**src/rtl/burst_ram_arbiter.sv**
```systemverilog
`default_nettype none
// ============================================================================
// Module   : burst_ram_arbiter
// Purpose  : Round-robin sharing of one 64-bit burst-RAM port between two
//            cache clients, with central minimum command spacing.
// Revision : 1.0 - initial release
// ============================================================================
module burst_ram_arbiter #(
  parameter int BURST_RAM_DEPTH_BITWIDTH = 21,
  parameter int COMMAND_DELAY_INTERVAL   = 13,
  parameter int BURST_BEATS              = 4
) (
  input  logic                                clk,
  input  logic                                rst,
  input  logic                                c0_cmd,
  input  logic                                c0_cmd_en,
  input  logic [BURST_RAM_DEPTH_BITWIDTH-1:0] c0_addr,
  input  logic [63:0]                         c0_wr_data,
  input  logic [7:0]                          c0_data_mask,
  output logic                                c0_cmd_ack,
  output logic [63:0]                         c0_rd_data,
  output logic                                c0_rd_data_valid,
  input  logic                                c1_cmd,
  input  logic                                c1_cmd_en,
  input  logic [BURST_RAM_DEPTH_BITWIDTH-1:0] c1_addr,
  input  logic [63:0]                         c1_wr_data,
  input  logic [7:0]                          c1_data_mask,
  output logic                                c1_cmd_ack,
  output logic [63:0]                         c1_rd_data,
  output logic                                c1_rd_data_valid,
  output logic                                br_cmd,
  output logic                                br_cmd_en,
  output logic [BURST_RAM_DEPTH_BITWIDTH-1:0] br_addr,
  output logic [63:0]                         br_wr_data,
  output logic [7:0]                          br_data_mask,
  input  logic [63:0]                         br_rd_data,
  input  logic                                br_rd_data_valid
);

  localparam int c_DLY_W  = $clog2(COMMAND_DELAY_INTERVAL + 1);
  localparam int c_BEAT_W = $clog2(BURST_BEATS + 1);
  localparam logic [c_DLY_W-1:0]  c_DLY_RELOAD = c_DLY_W'(COMMAND_DELAY_INTERVAL);
  localparam logic [c_BEAT_W-1:0] c_LAST_WR    = c_BEAT_W'(BURST_BEATS);
  localparam logic [c_BEAT_W-1:0] c_LAST_RD    = c_BEAT_W'(BURST_BEATS - 1);
  localparam logic [c_BEAT_W-1:0] c_FIRST_WR   = c_BEAT_W'(1);

  typedef enum logic [1:0] {
    S_IDLE        = 2'd0,
    S_WRITE_BEATS = 2'd1,
    S_READ_WAIT   = 2'd2
  } state_t;

  state_t                              r_state;
  state_t                              w_next_state;
  logic [c_DLY_W-1:0]                  r_dly;
  logic [c_BEAT_W-1:0]                 r_beat;
  logic                                r_last_grant;
  logic                                r_owner;
  logic                                r_rd_owner_valid;
  logic                                r_cmd;
  logic                                r_cmd_en;
  logic [BURST_RAM_DEPTH_BITWIDTH-1:0] r_addr;
  logic [63:0]                         r_wr_data;
  logic [7:0]                          r_mask;
  logic [1:0]                          r_ack;

  logic                                w_issue;
  logic                                w_winner;
  logic                                w_win_cmd;
  logic                                w_rd_last;
  logic                                w_rd_forward;
  logic [BURST_RAM_DEPTH_BITWIDTH-1:0] w_win_addr;
  logic [63:0]                         w_win_wr_data;
  logic [7:0]                          w_win_mask;
  logic [63:0]                         w_owner_wr_data;

  assign w_win_addr      = w_winner ? c1_addr      : c0_addr;
  assign w_win_wr_data   = w_winner ? c1_wr_data   : c0_wr_data;
  assign w_win_mask      = w_winner ? c1_data_mask : c0_data_mask;
  assign w_owner_wr_data = r_owner  ? c1_wr_data   : c0_wr_data;

  always_ff @(posedge clk) begin
    if (rst) begin
      r_state <= S_IDLE;
    end else begin
      r_state <= w_next_state;
    end
  end

  // On a tie the client that did not win last time is granted.
  always_comb begin
    w_next_state = r_state;
    w_issue      = 1'b0;
    w_winner     = 1'b0;
    w_win_cmd    = 1'b0;
    w_rd_last    = 1'b0;
    case (r_state)
      S_IDLE: begin
        if (r_dly == '0 && (c0_cmd_en || c1_cmd_en)) begin
          w_issue      = 1'b1;
          w_winner     = (c0_cmd_en && c1_cmd_en) ? ~r_last_grant : c1_cmd_en;
          w_win_cmd    = w_winner ? c1_cmd : c0_cmd;
          w_next_state = w_win_cmd ? S_WRITE_BEATS : S_READ_WAIT;
        end
      end
      S_WRITE_BEATS: begin
        if (r_beat == c_LAST_WR) begin
          w_next_state = S_IDLE;
        end
      end
      S_READ_WAIT: begin
        if (br_rd_data_valid && r_beat == c_LAST_RD) begin
          w_rd_last    = 1'b1;
          w_next_state = S_IDLE;
        end
      end
      default: w_next_state = S_IDLE;
    endcase
  end

  always_ff @(posedge clk) begin
    if (rst) begin
      r_dly            <= '0;
      r_beat           <= '0;
      r_last_grant     <= 1'b1;
      r_owner          <= 1'b0;
      r_rd_owner_valid <= 1'b0;
      r_cmd            <= 1'b0;
      r_cmd_en         <= 1'b0;
      r_addr           <= '0;
      r_wr_data        <= '0;
      r_mask           <= '0;
      r_ack            <= 2'b00;
    end else begin
      r_cmd_en <= w_issue;
      r_ack    <= {w_issue & w_winner, w_issue & ~w_winner};

      if (w_issue) begin
        r_dly <= c_DLY_RELOAD;
      end else if (r_dly != '0) begin
        r_dly <= r_dly - 1'b1;
      end

      // r_beat counts beats already presented (writes) or received (reads).
      if (w_issue) begin
        r_last_grant     <= w_winner;
        r_owner          <= w_winner;
        r_cmd            <= w_win_cmd;
        r_addr           <= w_win_addr;
        r_wr_data        <= w_win_wr_data;
        r_mask           <= w_win_mask;
        r_rd_owner_valid <= ~w_win_cmd;
        r_beat           <= w_win_cmd ? c_FIRST_WR : '0;
      end else if (r_state == S_WRITE_BEATS) begin
        r_beat <= r_beat + 1'b1;
        if (r_beat == c_LAST_WR) begin
          r_wr_data <= w_owner_wr_data;
        end
      end else if (r_state == S_READ_WAIT && br_rd_data_valid) begin
        r_beat <= r_beat + 1'b1;
        if (w_rd_last) begin
          r_rd_owner_valid <= 1'b0;
        end
      end
    end
  end

  // Later write beats bypass the register so beat k lands in cycle C+k.
  assign br_wr_data   = (r_state == S_WRITE_BEATS && !r_cmd_en) ? w_owner_wr_data : r_wr_data;
  assign br_cmd       = r_cmd;
  assign br_cmd_en    = r_cmd_en;
  assign br_addr      = r_addr;
  assign br_data_mask = r_mask;

  assign c0_cmd_ack = r_ack[0];
  assign c1_cmd_ack = r_ack[1];

  assign w_rd_forward     = !rst && br_rd_data_valid && (r_state == S_READ_WAIT) && r_rd_owner_valid;
  assign c0_rd_data       = br_rd_data;
  assign c1_rd_data       = br_rd_data;
  assign c0_rd_data_valid = w_rd_forward && !r_owner;
  assign c1_rd_data_valid = w_rd_forward &&  r_owner;

endmodule
`default_nettype wire

```
**config.mk**
```make
export PLATFORM = sky130hd
export DESIGN_NAME = burst_ram_arbiter
export DESIGN_NICKNAME = d
export VERILOG_FILES = /design/src/rtl/burst_ram_arbiter.sv
export SDC_FILE = /design/constraint.sdc
export NUM_CORES = 1
export LEC_CHECK = 0
export ABC_AREA = 1
export CAP_MARGIN = 0
export CORE_AREA = 2 2 190 192
export DETAILED_ROUTE_END_ITERATION = 16
export DIE_AREA = 0 0 192 194
export GPL_TIMING_DRIVEN = 0
export MAX_ROUTING_LAYER = met4
export PLACE_DENSITY_LB_ADDON = 0.05
export SYNTH_ARGS = -nofsm -noshare
export SYNTH_HDL_FRONTEND = slang
export SYNTH_SLANG_ARGS = --single-unit
```
**constraint.sdc**
```tcl
create_clock -name clk -period 4.8 [get_ports clk]
set_input_delay 0.96 -clock clk [delete_from_list [all_inputs] [get_ports clk]]
set_output_delay 0.96 -clock clk [all_outputs]
set_load 0.01 [all_outputs]
```
# Word level (Yosys, flattened, before mapping)
# Cells that the tools add are included.
[totals] register_bits=109 word_cells=88
[classes] add_sub_neg=2 n_eq_ne=8 muxes=33 bitwise_logic=5 n_reduce_logical=27
[op_table] operator="2-to-1 mux 64 bit" count=6
[op_table] operator="2-to-1 mux 21 bit" count=1
[op_table] operator="2-to-1 mux 1 bit" count=15
[op_table] operator="logical AND 1 bit" count=10
[op_table] operator="nonzero test 2 bit" count=5
[op_table] operator="2-to-1 mux 3 bit" count=3
[op_table] operator="2-to-1 mux 2 bit" count=4
[op_table] operator="2-to-1 mux 4 bit" count=2
[op_table] operator="2-to-1 mux 8 bit" count=1
[op_table] operator="inequality test 2 bit (second input constant)" count=4
[op_table] operator="case mux 2 bit (3 select lines)" count=1
[op_table] operator="AND reduction 3 bit" count=2
[op_table] operator="logical NOT 4 bit" count=1
[op_table] operator="nonzero test 4 bit" count=1
[op_table] operator="subtractor 4 x 1 -> 4 bit (second input constant)" count=1
[op_table] operator="adder 3 x 1 -> 3 bit (second input constant)" count=1
[op_table] operator="equality test 3 x 2 -> 1 bit (second input constant)" count=1
[op_table] operator="equality test 3 bit (second input constant)" count=1
[op_table] operator="logical NOT 1 bit" count=3
[op_table] operator="inverter 1 bit" count=3
[op_table] operator="nonzero test 3 bit" count=1
[op_table] operator="AND 1 bit" count=2
[op_table] operator="equality test 2 x 1 -> 1 bit (second input constant)" count=1
[op_table] operator="equality test 2 bit (second input constant)" count=1
[op_table] operator="other kinds (4)" count=4

# Longest topological paths before layout
# Gate-level depths: netlist (run 1).
[depth] word_depth=8 depth_mapped=12

# Worst setup path before layout (run 1)
# No wires, ideal clock.
[synth_timing] path_type="input -> output" start="input rst" end="output c0_rd_data_valid" t_arrival_ns=1.533 t_required_ns=3.840 path_slack_ns=2.307 cell_stages=2 path_buffers=1 path_cell_list="buf_2 nor4_1"
[synth_between] elab_chain_len=5
[synth_rtl] item="start, declared" line="14" rtl="input logic rst,"
[synth_rtl] item="logical NOT 1 bit" line="178" rtl="assign w_rd_forward = !rst && br_rd_data_valid && (r_state == S_READ_WAIT) && r_rd_owner_valid;"
[synth_rtl] item="logical AND 1 bit (3 in a row)" line="178"
[synth_rtl] item="logical AND 1 bit" line="181" rtl="assign c0_rd_data_valid = w_rd_forward && !r_owner;"
[synth_rtl] item="end, declared" line="22" rtl="output logic c0_rd_data_valid,"
# No other way between the ends.

# Worst setup path in the final report (run 1)
[layout_timing] start="register r_state[1]" end="output br_wr_data[16]"
[layout_between] elab_chain_len=3
[layout_rtl] item="start, declared" line="53" rtl="state_t r_state;"
[layout_rtl] item="start signal, assigned" line="86" rtl="r_state <= w_next_state;"
[layout_rtl] item="equality test 2 x 1 -> 1 bit" line="169" rtl="assign br_wr_data = (r_state == S_WRITE_BEATS && !r_cmd_en) ? w_owner_wr_data : r_wr_data;"
[layout_rtl] item="logical AND 1 bit" line="169"
[layout_rtl] item="2-to-1 mux 64 bit" line="169"
[layout_rtl] item="end, declared" line="34" rtl="output logic [63:0] br_wr_data,"
# No other way between the ends.

==> results of run 1 <==
==> worst min-delay path by stage <==
stage               startpoint         endpoint  cells after the start
6_report           br_addr[10]      br_addr[10]                      2
5_1_grt        br_data_mask[7]  br_data_mask[7]                      2
4_1_cts        br_data_mask[3]  br_data_mask[3]                      2
3_5_place_dp       br_addr[19]      br_addr[19]                      2
3_3_place_gp   br_data_mask[3]  br_data_mask[3]                      2
2_1_floorplan         r_dly[1]         r_dly[1]                      2
==> sequential cells by signal, summed over array words and instances (netlist names) <==
| name | count |
|---|---|
| r_dly | 4 |
| br_addr | 21 |
| r_rd_owner_valid | 1 |
| r_last_grant | 1 |
| r_state | 2 |
| r_wr_data | 64 |
| r_owner | 1 |
| br_cmd_en | 1 |
| r_beat | 3 |
| br_data_mask | 8 |
| br_cmd | 1 |
| r_ack | 2 |
==> metrics by stage <==
step                       util  hold WS [ns]  cells
after floorplan               -         0.457   1508
after global placement    0.383         0.455   2387
after detailed placement  0.383         0.456   2387
after CTS                 0.392         0.484   2403
after global routing      0.393         0.508   2409
final                     0.393         0.480   2409
==> Yosys cell counts, drive strengths merged <==
cell type  number
nor2           18
clkbuf         31
nor4            2
buf           201
a21oi           6
nand4           1
nand3         321
clkinv         10
ha              4
inv           200
a31oi           2
nor3            1
o22ai           1
o21ai         132
nand2         467
dfxtp         109
o211ai          1
or2             1
==> cell type report <==
| type | count | area (um^2) | area share |
|---|---|---|---|
| flip-flops and latches | 109 | 2180 | 0.158 |
| diodes | 6 | 15.0 | 0.00109 |
| clock buffers | 9 | 225 | 0.0163 |
| plain buffers | 232 | 1520 | 0.110 |
| clock inverters | 7 | 96.3 | 0.00696 |
| repair buffers | 418 | 4180 | 0.302 |
| inverters | 210 | 788 | 0.0570 |
| multi-input cells | 957 | 4250 | 0.307 |
| well taps | 461 | 577 | 0.0417 |
==> critical path, cell delays in order (launching register included) <==
cell and delay (ns):
dfxtp_1 0.33, inv_1 0.13, nand2_1 0.08, nor2_1 0.19, buf_2 0.33, clkbuf_1 0.46
o21ai_0 0.19, clkdlybuf4s50_1 0.60
==> power breakdown <==
part | internal, mW | switching (mW) | total [mW] | leakage [nW]
clock network | 0.390 | 0.457 | 0.847 | 0.156
registers | 1.29 | 0.133 | 1.42 | 0.894
logic | 2.02 | 2.63 | 4.65 | 5.66
total | 3.70 | 3.22 | 6.92 | 6.71
==> logic make-up after synthesis <==
kind of cell | after synthesis
AOI/OAI and AO/OA | 142
adders and majority gates | 4
buffers and inverters | 442
DFF | 109
and+or+nand+nor | 811
==> layer usage <==
metal | GRT usage | vias up | part of all wire
met5 | - | - | 0
met4 | 0.0413 | 0 | 0.010
met3 | 0.0375 | 24 | 0.069
met2 | 0.364 | 402 | 0.49
met1 | 0.260 | 4916 | 0.43
li1 | - | 5458 | -
==> flow_metrics.tcl, run 1 <==
set metrics [dict create \
    outcome "finished, final reports clean" \
    rsz0062_at_grt "false" \
    drive_above_1_share 0.114 \
    antenna_found_initial 7 \
    grt_pass1_vias 10400 \
    seq_area_frac_synth 0.250 \
    required_ns 3.84 \
    yosysUniqueCellTypes 27 \
    setup_slack_ns 1.15 \
    hpwl_um 29900 \
    std_cell_rows 69 \
    cp-startpoint "r_state[1]" \
    fill_cells 3870 \
    synthTopCellsByArea "dfxtp_1 (25%), nand2_1 (20%), nand3_1 (18%)" \
    ctsHoldBuffers 0 \
    synth-xor-area-share 0 \
    hold_path_class "flop to flop" \
    synth_seq_cells 109 \
    post_cts_buffers 0 \
    cts_buffers 9 \
    cp-end-kind "output pin" \
    slew_headroom 0.466 \
    root_buffer "clkbuf_16" \
    nets 2198 \
    start_util 0.248 \
    ff2ff_path_depth 10 \
    arrival_ns 2.69 \
    cellPowerDensity_nw_per_um2 500 \
    synth_top_family_by_area "simple AND/OR/NAND/NOR gates" \
    netlist_instances 1508 \
    final_cell_mix "nand2_1 (466), clkdlybuf4s50_1 (418), nand3_1 (321)" \
    htree_levels 3 \
    grt_pass1_wl_um 59600 \
    dr.pass1.iters 5 \
    place.gp.congestion 0.822 \
    cp_max_fo 10 \
    die_h_um 194 \
    dieWidth_um 192 \
    worst_pin_slew_ns 0.801 \
    hold_viol 0 \
    leakagePower_nw 6.71 \
    syn2layout_area_growth_pct 58.3 \
    portBuffers 418 \
    synth-compound-area-share 0.0825 \
    finalSetupViolCount 0 \
    fin_area_um2 13800 \
    synth_warnings 0 \
    worstSetupEndpoint "br_wr_data[16]" \
    core_um2 35200 \
    synthMuxAreaShare 0 \
    grt_start_max_net_pins 25 \
    route.detailed.drc 0 \
    dieArea_um2 37200 \
    drv_cap 0 \
    path_clk_slew_ns 0.10 \
    final_common_cell "nand2_1" \
    crit_type "flop to output pin" \
    clock.fmax_ghz 0.274 \
    cts_sinks 109 \
    grt-ovfl-total 0 \
    syn-num-nets 1769 \
    vias 10800 \
    clk_path_buf_depth 2 \
    wl_um 39500 \
    tritoncts "yes" \
    clkLatencyLatePin_ns 0.38 \
    vias_per_cell 4.48 \
    syn_area_per_cell_um2 5.80 \
    track_usage 0.212 \
    netlist.top_cell.by_area "dfxtp_1" \
    rr_endpoint "r_wr_data[17]" \
    reg2reg_slack_ns 2.76 \
    syn_area_um2 8740 \
    fin_crit_ns 3.65 \
    clock-skew-final_ns 0.0270 \
    pre_cts_ws_ns 1.37 \
    start_kind "flop" \
    power.total_mw 6.92 \
    fin_crit_sh 0.760 \
    yosys.area_share.adder 0.00573 \
    netlist.area_leader.share 0.250 \
    drv_slew 0 \
    place_area_um2 13500 \
    ant_nets 0 \
    post_cts_resized 0 \
    tns_ns 0 \
    synth-simple-area-share 0.398 \
    pin_count 484 \
    ir_drop_mv 0.211 \
    drtIter0Drc 623 \
    wl_per_cell_um 16.4 \
    rr_startpoint "r_beat[0]" \
]
(Power assumes the default switching activity.)
==> run 2, diff against run 1 <==
Clock period 4.8 ns to 3 ns, I/O delays scaled along.
==> flow_metrics.tcl, run 2 (synthesis results as in run 1) <==
set metrics [dict create \
    antenna_found_initial 6 \
    ff2ff_path_depth 10 \
    instances_no_fill 2409 \
    drtIter0Drc 612 \
    rr_endpoint "r_wr_data[17]" \
    vias_per_cell 4.48 \
    std_cell_rows 69 \
    cts_sinks 109 \
    outcome "finished, final reports clean" \
    portBuffers 418 \
    wl_per_cell_um 16.4 \
    grt_pass1_wl_um 59500 \
    grt_pass1_vias 10400 \
    dieWidth_um 192 \
    place.gp.congestion 0.822 \
    cp_max_fo 10 \
    clock.fmax_ghz 0.344 \
    nets 2198 \
    crit_type "flop to output pin" \
    final_cell_mix "nand2_1 (466), clkdlybuf4s50_1 (396), nand3_1 (321)" \
    die_h_um 194 \
    hold_path.startpoint "br_data_mask[7]" \
    track_usage 0.212 \
    power.total_mw 11.1 \
    finalSetupViolCount 0 \
    final_common_cell "nand2_1" \
    worst_pin_slew_ns 0.801 \
    leakagePower_nw 7.06 \
    cts_buffers 9 \
    hold_path_class "flop to flop" \
    grt_start_max_net_pins 25 \
    dr.pass1.iters 5 \
    whs_endpoint "br_data_mask[7]" \
    ir_drop_mv 0.336 \
    syn2layout_area_growth_pct 59.5 \
    tritoncts "yes" \
    hpwl_um 29900 \
    required_ns 2.40 \
    drive_above_1_share 0.119 \
    clock-skew-final_ns 0.0274 \
    dp.cells 2387 \
    grt-ovfl-total 0 \
    start_util 0.248 \
    clkLatencyLatePin_ns 0.38 \
    start_kind "flop" \
    path_clk_slew_ns 0.09 \
    wl_um 39500 \
    post_cts_buffers 0 \
    largest_reg_flops 64 \
    fin_crit_ns 2.90 \
    largest_register "r_wr_data" \
    drv_cap 0 \
    arrival_ns 2.30 \
    fin_crit_sh 0.968 \
    reg2reg_slack_ns 0.95 \
    slew_headroom 0.466 \
    ant_nets 0 \
    root_buffer "clkbuf_16" \
    dieArea_um2 37200 \
    clk_path_buf_depth 2 \
    htree_levels 3 \
    fin_hold_ws_ns 0.480 \
    hold_viol 0 \
    core_um2 35200 \
    route.detailed.drc 0 \
    cp-end-kind "output pin" \
    vias 10800 \
    cellPowerDensity_nw_per_um2 793 \
    drv_slew 0 \
    hold_depth 2 \
    pin_count 484 \
    rr_startpoint "r_beat[0]" \
]
## run 2: critical path, cell delays in order (launching register included)
cell	delay [ns]
dfxtp_1	0.33
inv_1	0.13
nand2_1	0.12
nor2_4	0.15
buf_6	0.19
buf_4	0.21
nand2_1	0.06
o21ai_0	0.14
clkdlybuf4s50_1	0.61
## run 2: routing by layer
| layer | GRT usage | wire [um] | vias to the layer above |
|---|---|---|---|
| li1 | - | - | 5453 |
| met1 | 0.260 | 17100 | 4938 |
| met2 | 0.364 | 19500 | 386 |
| met3 | 0.0375 | 2550 | 19 |
| met4 | 0.0404 | 367 | 0 |
| met5 | - | 0 | - |
## run 2: worst max path at each step
stage	from	endpoint	slack (ns)	cells after the start
floorplan	rst	c0_rd_data_valid	1.23	2
global route	r_state[1]	br_wr_data[26]	-0.006	8
detailed placement	r_state[0]	br_wr_data[16]	0.08	6
finish	r_state[1]	br_wr_data[39]	0.1	8
global placement	r_state[1]	br_wr_data[16]	0.08	7
CTS	r_owner	br_wr_data[43]	-0.002	7
## run 2: area by class of cell
| class | count | area [um^2] |
|---|---|---|
| diodes | 6 | 15.0 |
| plain buffers | 232 | 1570 |
| clock buffers | 9 | 225 |
| clock inverters | 7 | 96.3 |
| fillers | 3849 | 21300 |
| inverters | 210 | 788 |
| multi-input cells | 957 | 4260 |
| flip-flops and latches | 109 | 2180 |
| well taps | 461 | 577 |
| repair buffers | 418 | 4230 |
## run 2: stage by stage
stage,cell area [um^2],util,setup TNS [ns],setup slack [ns]
after floorplan,8740,-,0,1.23
after global placement,13500,0.383,0,0.0759
after detailed placement,13500,0.383,0,0.0780
after CTS,13900,0.393,-0.00182,-0.00182
after global routing,13900,0.396,-0.00823,-0.00608
final,13900,0.396,0,0.0958
## run 2: where the power goes
part           internal [mW]  switching, mW  leakage, nW
Sequential              2.07          0.216        0.895
Clock                  0.623          0.730        0.156
Combinational           3.22           4.20         6.01
Total                   5.91           5.15         7.06
## run 2: repair_timing
action / CTS / global route
endpoints found under the setup margin: 61 / 44
hold buffers: 0 / 0
pin swaps: 0 / 0
gates resized for setup: 22 / 28
